**src/rtl/alu_operand_regfile.sv**
```systemverilog
// Operand register file for the ALU: two forwarding read ports, one write-back
// port, a per-register busy scoreboard with stall, and a registered debug read port.
module alu_operand_regfile #(
    parameter int DATA_W = 32,
    parameter int ADDR_W = 5,
    parameter int NREG   = 32
) (
    input  logic              clk,
    input  logic              rst_n,
    input  logic [ADDR_W-1:0] rs1_addr,
    input  logic [ADDR_W-1:0] rs2_addr,
    output logic [DATA_W-1:0] A,
    output logic [DATA_W-1:0] B,
    input  logic              wb_en,
    input  logic [ADDR_W-1:0] wb_addr,
    input  logic [DATA_W-1:0] wb_data,
    input  logic              issue_en,
    input  logic [ADDR_W-1:0] issue_rd,
    output logic              stall,
    input  logic [ADDR_W-1:0] dbg_addr,
    output logic [DATA_W-1:0] dbg_data
);

    logic [DATA_W-1:0] regs_r [NREG];
    logic [NREG-1:0]   busy_r;
    logic [NREG-1:0]   busy_nxt_s;
    logic [DATA_W-1:0] dbg_data_r;
    logic              fwd1_s;
    logic              fwd2_s;
    logic              s1_s;
    logic              s2_s;
    logic              stall_s;
    logic              issue_ok_s;
    logic              wr_ok_s;

    assign dbg_data = dbg_data_r;
    assign stall    = stall_s;

    // Forward-hit and per-source stall detection
    always_comb begin
        fwd1_s = wb_en && (wb_addr == rs1_addr);
        fwd2_s = wb_en && (wb_addr == rs2_addr);
        s1_s   = (rs1_addr != {ADDR_W{1'b0}}) && busy_r[rs1_addr] && !fwd1_s;
        s2_s   = (rs2_addr != {ADDR_W{1'b0}}) && busy_r[rs2_addr] && !fwd2_s;
        if (!rst_n) begin
            stall_s = 1'b0;
        end else begin
            stall_s = s1_s || s2_s;
        end
        issue_ok_s = issue_en && !stall_s && (issue_rd != {ADDR_W{1'b0}});
        wr_ok_s    = wb_en && (wb_addr != {ADDR_W{1'b0}});
    end

    // Operand A read mux with write-back forwarding
    always_comb begin
        if (!rst_n) begin
            A = {DATA_W{1'b0}};
        end else if (rs1_addr == {ADDR_W{1'b0}}) begin
            A = {DATA_W{1'b0}};
        end else if (fwd1_s) begin
            A = wb_data;
        end else begin
            A = regs_r[rs1_addr];
        end
    end

    // Operand B read mux with write-back forwarding
    always_comb begin
        if (!rst_n) begin
            B = {DATA_W{1'b0}};
        end else if (rs2_addr == {ADDR_W{1'b0}}) begin
            B = {DATA_W{1'b0}};
        end else if (fwd2_s) begin
            B = wb_data;
        end else begin
            B = regs_r[rs2_addr];
        end
    end

    // Next busy vector: write-back clears first so a same-edge issue wins
    always_comb begin
        busy_nxt_s = busy_r;
        if (wb_en) begin
            busy_nxt_s[wb_addr] = 1'b0;
        end else begin
            busy_nxt_s = busy_nxt_s;
        end
        if (issue_ok_s) begin
            busy_nxt_s[issue_rd] = 1'b1;
        end else begin
            busy_nxt_s = busy_nxt_s;
        end
        busy_nxt_s[0] = 1'b0;
    end

    // Register array, scoreboard and debug read state
    always_ff @(posedge clk) begin
        if (!rst_n) begin
            for (int i = 0; i < NREG; i++) begin
                regs_r[i] <= {DATA_W{1'b0}};
            end
            busy_r     <= {NREG{1'b0}};
            dbg_data_r <= {DATA_W{1'b0}};
        end else begin
            if (wr_ok_s) begin
                regs_r[wb_addr] <= wb_data;
            end
            busy_r <= busy_nxt_s;
            // Debug reads the array before this edge's write lands
            dbg_data_r <= (dbg_addr == {ADDR_W{1'b0}}) ? {DATA_W{1'b0}} : regs_r[dbg_addr];
        end
    end

endmodule

```
**config.mk**
```make
export PLATFORM = sky130hd
export DESIGN_NAME = alu_operand_regfile
export DESIGN_NICKNAME = d
export VERILOG_FILES = /design/src/rtl/alu_operand_regfile.sv
export SDC_FILE = /design/constraint.sdc
export NUM_CORES = 2
export LEC_CHECK = 0
export CORE_UTILIZATION = 32
export CTS_CLUSTER_DIAMETER = 120
export DETAILED_ROUTE_END_ITERATION = 7
export PLACE_DENSITY = 0.43
export RECOVER_POWER = 50
export SYNTH_ARGS = -nofsm -noshare
export SYNTH_HDL_FRONTEND = slang
export SYNTH_SLANG_ARGS = --single-unit
```
**constraint.sdc**
```tcl
create_clock -name clk -period 9.2 [get_ports clk]
set_input_delay 1.84 -clock clk [delete_from_list [all_inputs] [get_ports clk]]
set_output_delay 1.84 -clock clk [all_outputs]
set_load 0.03 [all_outputs]
```
==> impl_metrics.ini <==
[logic_synthesis]
synth_seq_area_share_pct = 48.9
synth_flop_cell = edfxtp_1
synth_seq_cells = 1087
syn_area_sq_um = 65500
yosys-top-cells-area = edfxtp_1, mux4_2, and2_1
synth_top_area_share_pct = 46.9
synth.avg_cell_area_sq_um = 15.5
synth_cell_types = 49
yosysMostFrequentCell = edfxtp_1
async_flop_share_pct = 0
syn_inst = 4238
synth_edf_count = 1024
yosys_warnings = 0
yosysTopAreaCell = edfxtp_1
ys_top_cells_by_count = edfxtp_1, and2_1, mux4_2, clkbuf_1, mux2i_1

[setup_path]
reg2reg_from = regs_r[4][12]
cp_data_arrival_time_ps = 9230
crit_path_end = regs_r[12][4]
cp.required_ps = 9830
critPathLaunchType = primary input
r2r_setup_slack_ps = 6640
startpoint = rst_n
worstSetupPathType = in -> reg
endpoint_kind = register
path_max_fanout = 39
reg2regPathDepth = 5
r2r-end = dbg_data[12]

[clock_network]
cts_made_buffers = 137
cts_tree = built
cts.sinks = 1087
postCtsSetupBuffers = 0
clockBufferDepth = 3
cts_resized = 0
cts_root_buffer = clkbuf_16
clock_latency_ps = 790
postCtsHoldBufs = 0
clk_pin_slew_ps = 60
htreeDepth = 4

[sta]
skew_ps = 23.4
finalHoldViolations = 0
final.period_utilization_pct = 93.4
worstMarginPinSlew_ps = 5060
tns_ps = 0
fmax_ghz = 0.116
final.min_clock_period_ps = 8600
setup_viol = 0
slew_headroom_pct = -241
rsz0062_at_grt = false
finalMaxSlewViolations = 1145

[pwr]
vdd_drop_max_uv = 181
p_per_area_nw_per_um2 = 183
p_leak_nw = 24.6

[route]
drc_errors = 0
vias = 43134
wirelength_um = 290000
vias_per_cell = 6.11
drt_pre_antenna_iters = 7
drt_iter0_drc = 5942
wl_per_cell_um = 41.1
antenna_left = 0

[finish]
stdcell_area_sq_um = 74900
area_growth_pct = 14.3
drive_above_1_share_pct = 30.0
nets = 4305

[run]
drv_cap = 53

[floorplanning]
dieHeight_um = 455
dieArea_sq_um = 207000
io_pins = 158
die_x_um = 455
initial_core_util_pct = 32.3
fp.coreArea_sq_um = 203000
num_rows = 165

[place]
place_congestion = 0.804
numPortBuffers = 157
place_area_sq_um = 70700
dp_hpwl_um = 161000

[global_route]
grt_pass1_wl_um = 391000
antenna_found_initial = 42
overflow = 0
grt_util_all_layers_pct = 28.1
grt_pass1_vias = 42813
grt_start_max_net_pins = 92

[run_status]
violations = max-capacitance violations, max-slew violations
status = complete, but fails checks

[hold_path]
min_path_type = reg -> reg
metal layers:
| metal | up-vias | track usage (%) | share of wire (%) |
|---|---|---|---|
| li1 | 16976 | - | - |
| met2 | 2338 | 43.2 | 46 |
| met5 | - | 0 | 0 |
| met1 | 23399 | 39.8 | 43 |
| met3 | 421 | 5.25 | 8.5 |
| met4 | 0 | 9.23 | 3.4 |
stage by stage:
stage	power (mW)	utilization, %	setup WS (ps)	std cells	hold slack [ps]
2_1_floorplan	7.27	-	3370	4269	442
3_3_place_gp	8.22	34.9	963	6777	470
3_5_place_dp	8.22	34.9	1010	6777	478
4_1_cts	13.8	37.1	1020	7026	489
5_1_grt	14.1	36.9	630	7041	510
6_report	13.7	37.0	603	7057	490
registers in the layout (all words and copies together) (netlist names):
name and count:
busy_r 31, dbg_data 32, regs_r 1024
worst max-delay path, stage by stage:
cell	delay [ps]
buf_4	460
clkinvlp_2	1600
nor2_1	570
nand3_1	140
clkbuf_1	510
nor2_1	1530
clkbuf_1	2170
and2_1	310
cell usage in the layout (no fill, tap or decap), types with 20 or more instances in the layout:
master           count
buf_4              123
mux2i_1            190
diode_2             31
clkbuf_16          145
and2_0             188
o22ai_1             34
conb_1              32
clkdlybuf4s50_1    108
mux2_2              35
clkbuf_1            81
nor3_1              28
o221ai_1            28
and2_1             805
dlygate4sd3_1       33
edfxtp_1          1024
nor2_1             102
mux4_2             871
nand2_1             21
a21oi_1             50
nor2_4              22
dfxtp_1             63
o21ai_0             36
a211oi_1            67
o211ai_1            27
o21ai_4             20
where the power goes:
group	internal [mW]	total (mW)	leakage [nW]	switching, mW
logic	0.951	2.24	12.2	1.29
clock network	3.29	5.58	2.19	2.29
registers	5.70	5.89	10.3	0.187
total	9.94	13.7	24.6	3.77
logic make-up (layout without fill, tap and decap cells):
| kind of cell | count (synthesis) | count (layout) | share of synthesized area [%] |
|---|---|---|---|
| AND/OR/NAND/NOR | 1228 | 1228 | 11.1 |
| buffers and inverters | 505 | 590 | 3.20 |
| XOR/XNOR | 10 | 10 | 0.134 |
| AO/OA/AOI/OAI | 311 | 311 | 3.24 |
| other | 1 | 63 | 0.00572 |
| multiplexers | 1096 | 1096 | 33.4 |
| flip-flops | 1087 | 1087 | 48.9 |
layout make-up:
type / instances / area, sq um
multi-input combinational: 2677 / 32000
tap: 2672 / 3340
antenna: 31 / 77.6
clock buffer: 200 / 3920
timing repair buffer: 335 / 3000
fill: 18965 / 128000
clock inverter: 49 / 591
inverter: 6 / 23.8
sequential: 1087 / 32000
worst min path at each step:
stage | slack [ps] | cells past startpoint | from | endpoint
final | 490 | 2 | busy_r[2] | busy_r[2]
after global routing | 510 | 2 | busy_r[3] | busy_r[3]
after CTS | 490 | 2 | busy_r[1] | busy_r[1]
after detailed placement | 480 | 2 | busy_r[4] | busy_r[4]
after global placement | 470 | 2 | busy_r[4] | busy_r[4]
after floorplan | 440 | 2 | busy_r[4] | busy_r[4]
(Power assumes the default switching activity.)
